<file path="config.mk">
export PLATFORM = sky130hd
export DESIGN_NAME = pp_dispatch
export DESIGN_NICKNAME = d
export VERILOG_FILES = /design/src/rtl/pp_dispatch.sv
export SDC_FILE = /design/constraint.sdc
export NUM_CORES = 1
export LEC_CHECK = 0
export BUFFER_PORTS_ARGS = -buffer_cell sky130_fd_sc_hd__buf_2
export CORE_ASPECT_RATIO = 0.9
export CORE_MARGIN = 4
export CORE_UTILIZATION = 39
export DETAILED_ROUTE_END_ITERATION = 16
export PLACE_DENSITY = 0.65
export SLEW_MARGIN = 30
export SYNTH_ARGS = -nofsm -noshare
export SYNTH_HDL_FRONTEND = slang
export SYNTH_SLANG_ARGS = --single-unit
</file>
<file path="constraint.sdc">
create_clock -name clk -period 4.05 [get_ports clk]
set_clock_uncertainty 0.05 [all_clocks]
set_input_delay 0.2025 -clock clk [delete_from_list [all_inputs] [get_ports clk]]
set_output_delay 0.2025 -clock clk [all_outputs]
set_load 0.005 [all_outputs]
</file>
<file path="src/rtl/pp_dispatch.sv">
`timescale 1ns/1ps
`default_nettype none
// +----------------------------------------------------------------------------+
// | pp_dispatch: assigns whole path chunks round-robin to credited parsers.      |
// | Rev 1.0                                                                      |
// +----------------------------------------------------------------------------+
module pp_dispatch #(
  parameter int NUM_PP            = 4,
  parameter int PP_BUFS           = 2,
  parameter int DATA_W            = 32,
  parameter int RCI_W             = 4,
  parameter int CHUNK_DEPTH_NBITS = 3,
  parameter int MAX_WORDS         = 1 << CHUNK_DEPTH_NBITS
) (
  input  logic                      clk,
  input  logic                      rst_n,
  input  logic                      in_valid,
  input  logic [DATA_W-1:0]         in_data,
  input  logic                      in_sop,
  input  logic                      in_eop,
  input  logic [RCI_W-1:0]          in_rci,
  output logic                      in_ready,
  input  logic [NUM_PP-1:0]         path_parser_ready,
  output logic                      pp_valid,
  output logic [DATA_W-1:0]         pp_data,
  output logic                      pp_eop,
  output logic [$clog2(NUM_PP)-1:0] pp_id,
  output logic                      pp_meta_valid,
  output logic [RCI_W-1:0]          pp_meta_rci,
  output logic                      drop_pulse,
  output logic [15:0]               trunc_cnt
);

  localparam int ID_W   = $clog2(NUM_PP);
  localparam int CRED_W = $clog2(PP_BUFS + 1);
  localparam int WCNT_W = CHUNK_DEPTH_NBITS + 1;

  typedef enum logic [1:0] {
    S_IDLE = 2'd0,
    S_XFER = 2'd1,
    S_DROP = 2'd2
  } state_t;

  state_t              state_q;
  logic [ID_W-1:0]     rr_q;
  logic [ID_W-1:0]     cur_id_q;
  logic [WCNT_W-1:0]   wcnt_q;
  logic [WCNT_W-1:0]   wcnt_inc;
  logic                en_q;
  logic [CRED_W-1:0]   credit_q [NUM_PP];
  logic [NUM_PP-1:0]   rdy_hist_q;
  logic [NUM_PP-1:0]   rise;
  logic [NUM_PP-1:0]   has_cred;
  logic [NUM_PP-1:0]   dec;
  logic [ID_W-1:0]     sel;
  logic                accept;
  logic                sop_dispatch;

  assign rise         = path_parser_ready & ~rdy_hist_q;
  assign in_ready     = en_q && ((state_q != S_IDLE) || (|has_cred));
  assign accept       = in_valid && in_ready;
  assign sop_dispatch = accept && (state_q == S_IDLE) && in_sop;
  assign wcnt_inc     = wcnt_q + WCNT_W'(1);

  // First credited parser after the last one served.
  always_comb begin
    logic [ID_W-1:0] idx;
    logic            found;
    sel   = rr_q;
    idx   = '0;
    found = 1'b0;
    for (int k = 1; k <= NUM_PP; k++) begin
      idx = ID_W'((int'(rr_q) + k) % NUM_PP);
      if (!found && has_cred[idx]) begin
        sel   = idx;
        found = 1'b1;
      end
    end
  end

  always_ff @(posedge clk or negedge rst_n) begin
    if (!rst_n) rdy_hist_q <= '0;
    else        rdy_hist_q <= path_parser_ready;
  end

  for (genvar i = 0; i < NUM_PP; i++) begin : g_cred
    assign has_cred[i] = (credit_q[i] != '0);
    assign dec[i]      = sop_dispatch && (sel == ID_W'(i));

    always_ff @(posedge clk or negedge rst_n) begin
      if (!rst_n) begin
        credit_q[i] <= CRED_W'(PP_BUFS);
      end else if (rise[i] && !dec[i]) begin
        if (credit_q[i] != CRED_W'(PP_BUFS)) credit_q[i] <= credit_q[i] + CRED_W'(1);
      end else if (dec[i] && !rise[i]) begin
        credit_q[i] <= credit_q[i] - CRED_W'(1);
      end
    end

`ifndef SYNTHESIS
    a_credit_overflow: assert property (@(posedge clk) disable iff (!rst_n)
      !(rise[i] && !dec[i] && (credit_q[i] == CRED_W'(PP_BUFS))));
    a_credit_underflow: assert property (@(posedge clk) disable iff (!rst_n)
      !(dec[i] && (credit_q[i] == '0)));
`endif
  end

  always_ff @(posedge clk or negedge rst_n) begin
    if (!rst_n) begin
      state_q       <= S_IDLE;
      rr_q          <= '0;
      cur_id_q      <= '0;
      wcnt_q        <= '0;
      en_q          <= 1'b0;
      pp_valid      <= 1'b0;
      pp_data       <= '0;
      pp_eop        <= 1'b0;
      pp_id         <= '0;
      pp_meta_valid <= 1'b0;
      pp_meta_rci   <= '0;
      drop_pulse    <= 1'b0;
      trunc_cnt     <= '0;
    end else begin
      en_q          <= 1'b1;
      pp_valid      <= 1'b0;
      pp_eop        <= 1'b0;
      pp_meta_valid <= 1'b0;
      drop_pulse    <= 1'b0;
      if (accept) begin
        case (state_q)
          S_IDLE: begin
            if (in_sop) begin
              cur_id_q      <= sel;
              rr_q          <= sel;
              pp_valid      <= 1'b1;
              pp_data       <= in_data;
              pp_id         <= sel;
              pp_eop        <= in_eop;
              pp_meta_valid <= 1'b1;
              pp_meta_rci   <= in_rci;
              wcnt_q        <= WCNT_W'(1);
              state_q       <= in_eop ? S_IDLE : S_XFER;
            end else begin
              drop_pulse <= 1'b1;
            end
          end
          S_XFER: begin
            pp_valid <= 1'b1;
            pp_data  <= in_data;
            pp_id    <= cur_id_q;
            wcnt_q   <= wcnt_inc;
            // A new sop closes the open chunk; the new chunk itself is discarded.
            if (in_sop) begin
              pp_eop  <= 1'b1;
              state_q <= in_eop ? S_IDLE : S_DROP;
              if (trunc_cnt != 16'hFFFF) trunc_cnt <= trunc_cnt + 16'd1;
            end else if (in_eop) begin
              pp_eop  <= 1'b1;
              state_q <= S_IDLE;
            end else if (wcnt_inc == WCNT_W'(MAX_WORDS)) begin
              pp_eop  <= 1'b1;
              state_q <= S_DROP;
              if (trunc_cnt != 16'hFFFF) trunc_cnt <= trunc_cnt + 16'd1;
            end
          end
          S_DROP: begin
            drop_pulse <= 1'b1;
            if (in_eop) state_q <= S_IDLE;
          end
          default: state_q <= S_IDLE;
        endcase
      end
    end
  end

endmodule
`default_nettype wire

</file>
==> results of run 1 <==
[registers in the layout, summed over array words and instances (netlist names)]
signal	count
en_q	1
pp_eop	1
pp_valid	1
trunc_cnt	16
wcnt_q	4
pp_meta_valid	1
rdy_hist_q	4
pp_meta_rci	4
state_q	2
credit_q	8
drop_pulse	1
pp_id	2
cur_id_q	2
pp_data	32
[per-layer routing]
layer  vias to the layer above  global-route usage (%)  part of all wire (%)
li1                       1566                       -                     -
met1                      1444                   22.73                    45
met2                        96                   27.10                    47
met3                        17                   3.699                   5.2
met4                         0                   6.807                   2.5
met5                         -                       0                     0
[stage by stage]
step | hold WS (ns) | std cells | setup slack (ns) | total power, W | area (µm²)
floorplan | -0.1431 | 375 | 2.069 | 0.001620 | 3596
global placement | 0.2722 | 589 | 1.526 | 0.001864 | 4217
detailed placement | 0.2417 | 589 | 1.499 | 0.001888 | 4220
CTS | 0.002917 | 643 | 1.495 | 0.002580 | 4822
global route | 0.001407 | 643 | 1.266 | 0.002744 | 4822
finish | 0.01270 | 643 | 1.519 | 0.002551 | 4822
[final timing paths]
kind                            cells after the start        start           end  slack (ns)
worst min-delay path                                3   in_data[1]    pp_data[1]        0.01
worst max register to register                      7  credit_q[0]     wcnt_q[2]        1.52
worst max-delay path                                7  credit_q[0]     wcnt_q[2]        1.52
max in group asynchronous                           2        rst_n    pp_data[3]        3.05
min in group asynchronous                           2        rst_n  trunc_cnt[9]        0.39
worst min register to register                      2  pp_data[24]   pp_data[24]        0.43
[kinds of logic (layout without fill, tap and decap cells)]
kind of cell	count (synthesis)	in the layout	synth area share (%)
multiplexers	1	1	0.3131
AO/OA/AOI/OAI	55	55	11.27
XOR/XNOR	16	16	3.897
other	1	1	0.1043
AND/OR/NAND/NOR	203	203	26.17
buffers and inverters	18	167	2.436
flip-flops	79	79	55.11
adder cells (fa/ha/maj)	2	2	0.6958
[cells in the mapped netlist (4+ instances only)]
| cell type | count | area [µm²] |
|---|---|---|
| a21oi_1 | 7 | 35.03 |
| and3_1 | 5 | 31.28 |
| buf_2 | 4 | 20.02 |
| dfrtp_1 | 75 | 1877 |
| dfstp_2 | 4 | 105.1 |
| inv_1 | 8 | 30.03 |
| nand2_1 | 128 | 480.5 |
| nand3_1 | 14 | 70.07 |
| nand4_1 | 8 | 50.05 |
| nor2_1 | 15 | 56.30 |
| nor2b_1 | 8 | 50.05 |
| nor3_1 | 4 | 20.02 |
| o211ai_1 | 4 | 30.03 |
| o21ai_0 | 12 | 60.06 |
| xnor2_1 | 16 | 140.1 |
[cell type report]
cell class / instances / area [µm²]
timing repair buffer: 142 / 909.6
fill: 802 / 3946
multi-input combinational: 278 / 1526
sequential: 79 / 1982
inverter: 9 / 33.78
tap: 119 / 148.9
clock inverter: 6 / 93.84
clock buffer: 10 / 127.6
[worst register-to-register path, stage by stage, from the launching register on]
cell and delay [ns]:
dfrtp_1 0.47, or4_4 0.61, o21ai_1 0.16, a211o_1 0.13, buf_4 0.37, inv_2 0.36, a21oi_1 0.20, o21ai_0 0.08
[repair_timing]
item                                   4_1_cts  5_1_grt
resized for setup                            0        0
endpoints found under the hold margin      112        0
hold buffers                                38        0
setup buffers                                0        0
[power by group through the flow]
stage	Combinational [W]	Sequential, W	Clock [W]
detailed placement	0.000714	0.00117	0
finish	0.000736	0.00117	0.000648
global placement	0.000693	0.00117	0
global route	0.000847	0.00120	0.000701
floorplan	0.000469	0.00115	0
CTS	0.000745	0.00116	0.000673
==> impl_results.md, run 1 <==
* Status: complete, no violations
* Type of the worst setup path: register to register
* Clock network fraction of total power at between 20% and 30%
* Vias at 3123
* Worst Hold Class: input port to register
* Worst Path Required at about 4.2 ns
* Syn avg cell area at 9.589 µm²
* GRT Util Overall at about 17%
* Clk root buf: clkbuf_8
* Max_cap viols at 0
* Most used DFF post-synth: dfrtp_1
* Async set-or-reset flop fraction in the synthesized netlist at 100.0%
* Post-synth EDFFs at 0
* Wire length per cell at between 10 and 15 µm
* WP buf/inv at 2
* Worst-path clk slew at around 0.090 ns
* CTS tree: built
* Endpoints failing hold at 0
* Register bit count reported by yosys at slightly below 80
* CP delay by family, top: buffers and inverters
* Routed WL at 8848 µm
* ANT nets after route at 0
* Seq/Total Area, Yosys at between 50% and 60%
* Post-synth cell types at slightly below 60
* Switching Fraction at 34.16%
* Critical path data arrival time at ~2.7 ns
* Largest fanout on the critical path at around 40
* Die height at a little under 100 µm
* CP Launch Type: register
* YS warnings at 0
* Leakage power at ~2.4 nW
* Worst-path cell chain: or4_4 > o21ai_1 > a211o_1 > buf_4 > inv_2 > a21oi_1 > o21ai_0
* Internal at about 0.0017 W
* Reg power frac at around 46%
* DR DRC count at 0
* Total grt overflow at 0
* Layout cell share with drive strength beyond 1 at a little over a quarter
* Core Area at ~0.0088 mm²
* Gate Count Post-Synth at roughly 380
* Tcrit/Tclk final at a little over three fifths
* DR iter-0 viols at 138
* Post-layout nets at about 570
* Combinational share of power at roughly 29%
* Slew margin rel. at between 50% and 60%
* Clock buffer depth at 2
* Core Util, Final at between 50% and 60%
* GP Congestion at roughly 0.86
* Vias in the first global route at approximately 3200
* Largest net degree at the start of global routing at 80
* Via-to-Cell Ratio at between 4 and 5
* Slowest cell on the critical path: or4_4
* Clock sink total at between 70 and 80
* Initial Util at 41.01%
* Fmax at 395.1 MHz
* CP Capture Type: register
* # IOs at ~100
* Mapped Area at ~0.0036 mm²
* Most frequent cells in the layout: nand2_1 (128), buf_2 (102), dfrtp_1 (75)
* Total power per unit cell area at around 530 mW/mm²
* ANT cells at 0
* DIE WIDTH at between 100 and 150 µm
* Crit path largest cell delay at ~0.61 ns
* HPWL Detailed at between 5000 and 6000 µm
* NetSw at between 0.0008 and 0.0009 W
* CTS HTree Levels at 3
* Row cnt at 32
* # setup viols final at 0
* Syn nets at 422
* Most common library cell in the layout ignoring fill and taps: nand2_1
* Port buffer count at ~100
* Setup TNS at 0 ns
* Worst VDD drop at around 0.32 mV
* Initial antenna violation count at 0
* Clk_lat worst skew at about 0.34 ns
* DR pass1 iterations at 5
* CTS buffer count at 9
* Minimum clock period after layout at approximately 2.5 ns
* Die area at approximately 0.011 mm²
* Worst-Margin Slew at approximately 0.73 ns
* Synthesis-to-finish area growth at 34.10%
* Final Max Slew Viols at 0
* First-pass GRT wire length at 14810 µm
* RSZ-0062 raised after global routing: false
No activity file was read; power rests on OpenSTA's default activity.
==> run 2, diff against run 1 <==
Clock period 4.05 ns to 2.5 ns, I/O delays scaled along.
==> run 2 against run 1 <==
Net effect:
- largest cell class unchanged
- flip-flop and latch count stayed put
- global-route usage barely moved
- hold slack improved by 0.093 ns
- non-clock buffer count rose by 5
- cell count up 0.78%
==> impl_results.md, run 2 (synthesis results as in run 1) <==
* Largest fanout on the critical path at 7
* RSZ-0062 raised after global routing: false
* Synthesis-to-finish area growth at 34.24%
* HPWL Detailed at slightly below 6000 µm
* Cell mode on critical path: a21oi_1
* Via-to-Cell Ratio at 4.860
* Endpoints failing hold at 0
* Type of the worst setup path: register to register
* Worst reg2reg endpoint: credit_q[3]
* Reg power frac at 48.2%
* Worst Setup SP: credit_q[4]
* DIE WIDTH at about 110 µm
* # hold bufs at CTS at 42
* Leakage power at around 2.4 nW
* Die area at 0.01082 mm²
* Row cnt at 32
* NetSw at ~0.0014 W
* CP Capture Type: register
* Slowest cell on the critical path: or4_4
* Vias in the first global route at approximately 3100
* Worst Hold Class: input port to register
* Combinational share of power at around 31%
* Largest net degree at the start of global routing at 80
* Worst hold path endpoint: state_q[1]
* Clk_lat worst skew at around 0.34 ns
* R2R depth at 5
* ANT nets after route at 0
* CTS tree: built
* Final Max Slew Viols at 0
* Clock buffer depth at 2
* # setup viols final at 0
* Worst reg2reg startpoint: credit_q[4]
* Most flop-heavy register: pp_data
* Core Area at between 0.008 and 0.009 mm²
* Worst Path Required at about 2.7 ns
* Port buffer count at between 100 and 150
* Top flop regs: pp_data x32, trunc_cnt x16, credit_q x8
* Worst hold path startpoint: in_valid
* Max FFs per register at 32
* Worst-path cell chain: or4_4 > a21o_2 > a21oi_1 > a21oi_1 > a221oi_1
* CTS buffer count at 9
* Initial Util at ~40%
* Wire length per cell at 13.53 µm
* GP Congestion at 0.8509
* Most frequent cells in the layout: nand2_1 (128), buf_2 (102), dfrtp_1 (75)
* Hold Crit Depth at 3
* DR pass1 iterations at 6
* First-pass GRT wire length at 14790 µm
* Vias at about 3100
* Status: complete, no violations
* Die height at a little under 100 µm
* Worst-path clk slew at around 0.08 ns
* Slew margin rel. at between 50 and 60%
* CP Launch Type: register
* CTS HTree Levels at 3
* Initial antenna violation count at 0
* # IOs at between 100 and 150
* Clk root buf: clkbuf_8
* GRT Util Overall at between 15 and 20%
* Clock network fraction of total power at a little over a fifth
* Setup Buffers After CTS at 0
* Fmax at about 450 MHz
* DR DRC count at 0
* Total power per unit cell area at between 800 and 900 mW/mm²
* ANT cells at 0
* Critical path data arrival time at 2.39 ns
* Worst-Margin Slew at 0.7104 ns
* Post_cts resized at 0
* Post-layout nets at between 500 and 600
* Layout cell share with drive strength beyond 1 at between 20 and 30%
* Clock sink total at slightly below 80
* Switching Fraction at a little over a third
* Total grt overflow at 0
* Max_cap viols at 0
* Core Util, Final at around 55%
* Routed WL at just under 9000 µm
* Internal at between 0.002 and 0.003 W
* DR iter-0 viols at ~110
* Minimum clock period after layout at between 2 and 2.5 ns
* Crit path largest cell delay at 0.58 ns
* Setup TNS at 0 ns
* Most common library cell in the layout ignoring fill and taps: nand2_1
* Worst VDD drop at 0.4074 mV
* Reg2Reg Setup Slack at roughly 0.30 ns
* Tcrit/Tclk final at approximately 88%
[run 2: area by class of cell]
| type | count | area (µm²) |
|---|---|---|
| clock buffers | 11 | 131.4 |
| clock inverters | 5 | 35.03 |
| fillers | 766 | 3941 |
| inverters | 9 | 33.78 |
| multi-input cells | 278 | 1526 |
| flip-flops and latches | 79 | 1982 |
| well taps | 119 | 148.9 |
| repair buffers | 147 | 969.7 |
[run 2: worst max-delay path by stage]
stage	endpoint	cells after the start
3_5_place_dp	wcnt_q[2]	6
4_1_cts	wcnt_q[2]	6
5_1_grt	wcnt_q[2]	6
6_report	credit_q[3]	5
2_1_floorplan	credit_q[4]	6
3_3_place_gp	wcnt_q[2]	6
[run 2: metrics by stage]
| step | instance area [µm²] | total power, W | cells | setup slack, ns | hold slack (ns) |
|---|---|---|---|---|---|
| 3_3_place_gp | 4237 | 0.003021 | 590 | 0.3466 | 0.1953 |
| 6_report | 4827 | 0.003915 | 648 | 0.2980 | 0.1057 |
| 3_5_place_dp | 4240 | 0.003070 | 590 | 0.3040 | 0.1630 |
| 5_1_grt | 4827 | 0.004235 | 648 | 0.09816 | 0.1070 |
| 4_1_cts | 4827 | 0.003965 | 648 | 0.2964 | 0.08349 |
| 2_1_floorplan | 3596 | 0.002624 | 375 | 0.5186 | -0.2206 |
[run 2: power by group through the flow]
stage	Sequential, W	Combinational (W)	Clock [W]
floorplan	0.00186	0.000759	0
finish	0.00189	0.00121	0.000823
detailed placement	0.00190	0.00117	0
global placement	0.00189	0.00113	0
CTS	0.00189	0.00122	0.000860
global route	0.00194	0.00138	0.000913
[run 2: per-layer routing]
layer,wire [µm],global-route usage (%)
met5,0,0
met2,4241,28.38
met1,3952,21.55
met3,464,4.023
met4,111,6.424
[run 2: critical path, delay by kind of cell, from the launching register on]
kind | cells | cell delay, ns
compound gates | 4 | 1.02
flops | 1 | 0.45
simple gates | 1 | 0.58
